`src/rtl/pipe_stage_reg.sv`:
```
// Pipeline stage register with valid/ready handshake.
// SKID=1: two-entry skid buffer with a registered in_ready (no out_ready->in_ready path).
// SKID=0: single entry, in_ready is combinational from out_ready.
// out_ctrl is held at all-zero whenever out_valid is low, so bubbles never assert controls.
// Bubble and stall performance counters saturate and survive flush.
module pipe_stage_reg #(
    parameter int CTRL_W = 3,
    parameter int DATA_W = 32,
    parameter int SKID   = 1,
    parameter int CNT_W  = 16
) (
    input  logic              clk,
    input  logic              reset,
    input  logic              flush,
    input  logic              in_valid,
    output logic              in_ready,
    input  logic [CTRL_W-1:0] in_ctrl,
    input  logic [DATA_W-1:0] in_data,
    output logic              out_valid,
    input  logic              out_ready,
    output logic [CTRL_W-1:0] out_ctrl,
    output logic [DATA_W-1:0] out_data,
    output logic [CNT_W-1:0]  bubble_cnt,
    output logic [CNT_W-1:0]  stall_cnt
);

    // Saturating increment shared by both performance counters
    function automatic logic [CNT_W-1:0] sat_inc(input logic [CNT_W-1:0] v);
        logic [CNT_W-1:0] r;
        if (&v) begin
            r = v;
        end else begin
            r = v + {{(CNT_W-1){1'b0}}, 1'b1};
        end
        return r;
    endfunction

    // Main entry: drives the out_* bundle in both modes
    logic              out_valid_r;
    logic [CTRL_W-1:0] main_ctrl_r;
    logic [DATA_W-1:0] main_data_r;
    logic [CNT_W-1:0]  bubble_cnt_r;
    logic [CNT_W-1:0]  stall_cnt_r;

    assign out_valid  = out_valid_r;
    assign out_ctrl   = main_ctrl_r;
    assign out_data   = main_data_r;
    assign bubble_cnt = bubble_cnt_r;
    assign stall_cnt  = stall_cnt_r;

    generate
        if (SKID != 0) begin : g_skid
            typedef enum logic [1:0] {
                EMPTY = 2'd0,
                ONE   = 2'd1,
                TWO   = 2'd2
            } state_t;

            state_t            state_r;
            logic              in_ready_r;
            logic [CTRL_W-1:0] skid_ctrl_r;
            logic [DATA_W-1:0] skid_data_r;
            logic              in_xfer_s;
            logic              out_xfer_s;

            assign in_ready   = in_ready_r;
            assign in_xfer_s  = in_valid & in_ready_r;
            assign out_xfer_s = out_valid_r & out_ready;

            // Skid FSM: reset beats flush beats transfers; in_ready follows next state
            always_ff @(posedge clk) begin
                if (reset || flush) begin
                    state_r     <= EMPTY;
                    out_valid_r <= 1'b0;
                    main_ctrl_r <= {CTRL_W{1'b0}};
                    in_ready_r  <= 1'b1;
                end else begin
                    case (state_r)
                        EMPTY: begin
                            if (in_xfer_s) begin
                                main_ctrl_r <= in_ctrl;
                                main_data_r <= in_data;
                                out_valid_r <= 1'b1;
                                state_r     <= ONE;
                            end else begin
                                state_r     <= EMPTY;
                            end
                            in_ready_r <= 1'b1;
                        end
                        ONE: begin
                            case ({in_xfer_s, out_xfer_s})
                                2'b10: begin
                                    // Downstream stalled: park the new entry in skid
                                    skid_ctrl_r <= in_ctrl;
                                    skid_data_r <= in_data;
                                    state_r     <= TWO;
                                    in_ready_r  <= 1'b0;
                                end
                                2'b01: begin
                                    out_valid_r <= 1'b0;
                                    main_ctrl_r <= {CTRL_W{1'b0}};
                                    state_r     <= EMPTY;
                                    in_ready_r  <= 1'b1;
                                end
                                2'b11: begin
                                    main_ctrl_r <= in_ctrl;
                                    main_data_r <= in_data;
                                    state_r     <= ONE;
                                    in_ready_r  <= 1'b1;
                                end
                                default: begin
                                    state_r    <= ONE;
                                    in_ready_r <= 1'b1;
                                end
                            endcase
                        end
                        TWO: begin
                            if (out_xfer_s) begin
                                main_ctrl_r <= skid_ctrl_r;
                                main_data_r <= skid_data_r;
                                state_r     <= ONE;
                                in_ready_r  <= 1'b1;
                            end else begin
                                state_r     <= TWO;
                                in_ready_r  <= 1'b0;
                            end
                        end
                        default: begin
                            state_r     <= EMPTY;
                            out_valid_r <= 1'b0;
                            main_ctrl_r <= {CTRL_W{1'b0}};
                            in_ready_r  <= 1'b1;
                        end
                    endcase
                end
            end
        end else begin : g_single
            logic in_xfer_s;
            logic out_xfer_s;

            assign in_ready   = out_ready | ~out_valid_r;
            assign in_xfer_s  = in_valid & in_ready;
            assign out_xfer_s = out_valid_r & out_ready;

            // Single entry: load on input transfer, empty on output-only transfer
            always_ff @(posedge clk) begin
                if (reset || flush) begin
                    out_valid_r <= 1'b0;
                    main_ctrl_r <= {CTRL_W{1'b0}};
                end else if (in_xfer_s) begin
                    out_valid_r <= 1'b1;
                    main_ctrl_r <= in_ctrl;
                    main_data_r <= in_data;
                end else if (out_xfer_s) begin
                    out_valid_r <= 1'b0;
                    main_ctrl_r <= {CTRL_W{1'b0}};
                end else begin
                    out_valid_r <= out_valid_r;
                end
            end
        end
    endgenerate

    // Performance counters: count the current cycle's output condition, cleared only by reset
    always_ff @(posedge clk) begin
        if (reset) begin
            bubble_cnt_r <= {CNT_W{1'b0}};
            stall_cnt_r  <= {CNT_W{1'b0}};
        end else begin
            if (!out_valid_r) begin
                bubble_cnt_r <= sat_inc(bubble_cnt_r);
            end else begin
                bubble_cnt_r <= bubble_cnt_r;
            end
            if (out_valid_r && !out_ready) begin
                stall_cnt_r <= sat_inc(stall_cnt_r);
            end else begin
                stall_cnt_r <= stall_cnt_r;
            end
        end
    end

endmodule

```
`config.mk`:
```
export PLATFORM = sky130hd
export DESIGN_NAME = pipe_stage_reg
export DESIGN_NICKNAME = d
export VERILOG_FILES = /design/src/rtl/pipe_stage_reg.sv
export SDC_FILE = /design/constraint.sdc
export NUM_CORES = 1
export LEC_CHECK = 0
export BUFFER_PORTS_ARGS = -buffer_cell sky130_fd_sc_hd__clkbuf_2
export CORE_ASPECT_RATIO = 0.7
export CORE_MARGIN = 10
export CORE_UTILIZATION = 50
export DETAILED_ROUTE_END_ITERATION = 8
export PLACE_DENSITY = 0.75
export SYNTH_ARGS = -nofsm -noshare
export SYNTH_HDL_FRONTEND = slang
export SYNTH_SLANG_ARGS = --single-unit
```
`constraint.sdc`:
```
create_clock -name clk -period 4.07 [get_ports clk]
set_input_delay 0.407 -clock clk [delete_from_list [all_inputs] [get_ports clk]]
set_output_delay 0.407 -clock clk [all_outputs]
set_load 0.02 [all_outputs]
```
==> results.rst <==
.. list-table::
   :header-rows: 1

   * - Metric
     - Value
   * - Critical Path Source
     - g_skid.state_r[0]$_SDFF_PP0_
   * - Residual antenna-violating net count after detailed routing
     - 0
   * - Via count
     - 3188
   * - I/O pin count
     - 109
   * - Number of sinks driven by the clock tree
     - 106
   * - Unrepaired setup endpoints after global routing
     - false
   * - Slew margin rel.
     - 30.9%
   * - Yosys top cell by area
     - sky130_fd_sc_hd__edfxtp_1
   * - Endpoints failing setup
     - 0
   * - Post-detailed-route via-to-cell ratio
     - 5.49
   * - Remaining DRCs
     - 0
   * - Initial antenna violation count
     - 0
   * - Number of buffers added by the clock tree synthesis step
     - 9
   * - Post-CTS setup-driven buffer insertion count
     - 0
   * - Proportion of layout cells with a drive suffix above 1
     - 36.9%
   * - Count of hold buffers inserted by post-cts repair
     - 0
   * - Final nets
     - 506
   * - Highest fanout seen on the critical path
     - 40
   * - Number of max-cap violations
     - 0
   * - Worst path cell trace
     - inv_1 -> ha_2 -> a221o_1 -> a21oi_4 -> buf_4
   * - Antenna diodes
     - 0
   * - Critical path launch point type
     - register
   * - Aggregate routed wire length
     - 9.78 mm
   * - CTS-repair resized insts
     - 0
   * - Period utilization
     - 55.9%
   * - First-pass GRT wire length
     - 15.9 mm
   * - Delay of the slowest critical-path stage
     - 0.48 ns
   * - Number of enable-type register cells in the synthesized netlist
     - 67
   * - Crit-path slowest cell
     - sky130_fd_sc_hd__ha_2
   * - Later-pin clock latency in the skew report
     - 0.33 ns
   * - Switching power
     - 0.449 mW
   * - Cell Pwr Density
     - 392 nW/um2
   * - Number of buffers on the longest clock path
     - 2
   * - Portion of the post-synthesis area used by sequential elements
     - 62.2%
   * - Pins over their slew limit
     - 0
   * - Post-layout minimum cycle time
     - 2.28 ns
   * - Arrival time at the worst endpoint
     - 2.26 ns
   * - Most frequent standard cell in the layout excluding fill and tap cells
     - sky130_fd_sc_hd__clkbuf_2
   * - Ranking of synthesized cells by area
     - sky130_fd_sc_hd__edfxtp_1, sky130_fd_sc_hd__dfxtp_1, sky130_fd_sc_hd__mux2_2
   * - Number of distinct library cells after synthesis
     - 46
   * - Total track usage
     - 14.6%
   * - Hold_ws
     - 0.266 ns
   * - Routed length per instance
     - 16.8 um
   * - Number of rows created at floorplan
     - 28
   * - Area growth from synthesis to final layout
     - 21.6%
   * - Path type of the worst min-delay path
     - in2reg
   * - Number of flip-flops and latches in the synthesized netlist
     - 106
   * - Sw Share
     - 21.0%
   * - CP Data Required Time
     - 4.05 ns
   * - Crit. End Element
     - register
   * - Cell Area, Synth
     - 4490 um2
   * - Synthesized net count
     - 398
   * - Setup Skew
     - 0.00521 ns
   * - Critical R2R Capture
     - out_data[8]$_DFFE_PP_
   * - Cell Int Power
     - 1.69 mW
   * - DPL Wire Length
     - 7.10 mm
   * - Largest net degree at the start of global routing
     - 44
   * - Clock root buffer master
     - sky130_fd_sc_hd__clkbuf_16
   * - Vias in the first global route
     - 3056
   * - Worst reg2reg path depth
     - 5
   * - Die Height
     - 99.3 um
   * - Area of the core
     - 8620 um2
   * - Highest clock frequency the design can meet
     - 439 MHz
   * - Share of total power in the clock network
     - 38.8%
   * - Number of H-tree branching levels
     - 3
   * - Worst Max-Slew Pin Slew
     - 1.03 ns
   * - Launch point of the worst reg-to-reg path
     - g_skid.state_r[0]$_SDFF_PP0_
   * - Setup TNS after final layout
     - 0 ns
   * - Static leakage
     - 2.02 nW
   * - Classification of the worst setup path
     - reg2reg
   * - Sequential fraction of design power
     - 55.0%
   * - Syn_area_per_cell
     - 12.9 um2
   * - Most frequent cells in the layout
     - sky130_fd_sc_hd__clkbuf_2, sky130_fd_sc_hd__edfxtp_1, sky130_fd_sc_hd__dfxtp_1
   * - First-iteration detailed-routing DRC count
     - 178
   * - Power share of the combinational group
     - 6.2%
   * - Remaining Overflow, GRT
     - 0
   * - Fraction of synthesized cell area taken by the top area cell type
     - 44.8%
   * - Result of the run
     - finished clean
   * - TritonCTS clock tree
     - built
   * - Input/output buffers
     - 108
   * - Effective utilization at floorplan
     - 52.1%
   * - Async set-reset flop share out of synthesis
     - 0%
   * - Clock-pin slew of the registers on the worst-case setup and hold paths
     - 0.07 ns
   * - Die Footprint
     - 13200 um2
   * - Most common flop cell mapped by yosys
     - sky130_fd_sc_hd__edfxtp_1
   * - Pre-antenna DRT Iters
     - 5
   * - Register-to-Register Setup Slack
     - 1.79 ns
   * - Die outline width
     - 133 um
   * - Warnings from Yosys
     - 0
   * - Number of cells produced by synthesis
     - 349
   * - Hold Vio Cnt, Final
     - 0
   * - Worst setup path endpoint
     - out_data[8]$_DFFE_PP_
   * - Max VDD drop
     - 0.000279 V
   * - Final RePlAce weighted congestion
     - 0.841
==> sequential cells by signal, summed over array words and instances, names as in the netlist <==
| signal | flops |
|---|---|
| g_skid.skid_data_r | 32 |
| out_data | 32 |
| bubble_cnt | 16 |
| stall_cnt | 16 |
| g_skid.skid_ctrl_r | 3 |
| out_ctrl | 3 |
| g_skid.state_r | 2 |
| in_ready | 1 |
| out_valid | 1 |
==> routing by layer <==
layer / routed length [um] / global-route usage [%] / vias up
li1: - / - / 1577
met1: 4220 / 17.8 / 1533
met2: 4950 / 24.7 / 74
met3: 571 / 5.08 / 4
met4: 42 / 2.75 / 0
met5: 0 / 0 / -
==> cell families after synthesis <==
family / Yosys count / synth area share, %
muxes: 36 / 9.03
xor gates and xnor gates: 3 / 0.585
buffers and inverters: 26 / 2.28
DFF: 106 / 62.2
and+or+nand+nor: 101 / 13.4
AOI/OAI and AO/OA: 68 / 10.1
adders and majority gates: 9 / 2.51
==> worst min-delay path by stage <==
stage,endpoint,start,slack [ns],depth (start not counted)
floorplan,out_valid$_SDFFE_PP0P_,flush,0.50,1
global route,g_skid.skid_data_r[2]$_DFFE_PP_,in_data[2],0.25,1
CTS,g_skid.skid_data_r[14]$_DFFE_PP_,in_data[14],0.25,1
detailed placement,out_ctrl[1]$_SDFFE_PP0P_,out_ctrl[1]$_SDFFE_PP0P_,0.50,1
finish,g_skid.skid_data_r[20]$_DFFE_PP_,in_data[20],0.27,1
global placement,stall_cnt[15]$_SDFFE_PP0P_,stall_cnt[15]$_SDFFE_PP0P_,0.49,2
==> worst max-delay path: cells and delay by family, from the launching register on <==
kind                     cells  cell delay, ns
flip-flops                   1            0.37
AO/OA/AOI/OAI                2            0.59
buffers and inverters        2            0.45
adder cells (fa/ha/maj)      1            0.48
==> cell usage after synthesis, drive strengths merged (5+ instances only) <==
library cell and number:
edfxtp 67, dfxtp 39, mux2 36, a21oi 24, nand2 14, nor2 13, or3 13, inv 11
o21ai 11, clkbuf 10, nand4 10, o31ai 10, ha 9, nand3 9, or4 9, nor4 7
a22o 6, nor2b 6, and4 5, buf 5
==> area by class of cell <==
type	count	area (um2)
clock buffer	10	229
clock inverter	5	56.3
fill	701	3160
inverter	11	41.3
multi-input combinational	217	1620
sequential	106	2790
tap	120	150
timing repair buffer	112	571
==> metrics by stage <==
step	power (mW)	instances	cell area, um2	utilization, %	setup slack, ns
after global routing	2.22	581	5460	63.4	1.66
after floorplan	1.28	349	4490	-	0.236
after detailed placement	1.33	566	5180	60.1	1.80
after global placement	1.33	566	5180	60.1	1.86
final	2.14	581	5460	63.4	1.79
after CTS	2.16	581	5460	63.4	1.79
==> power groups by stage <==
stage	clock network [mW]	logic (mW)	registers, mW
after floorplan	0	0.0584	1.22
after global placement	0	0.130	1.20
after detailed placement	0	0.135	1.20
after CTS	0.849	0.135	1.18
after global routing	0.898	0.148	1.18
final	0.830	0.133	1.18
Note: power is estimated with default switching activity, not from simulation.
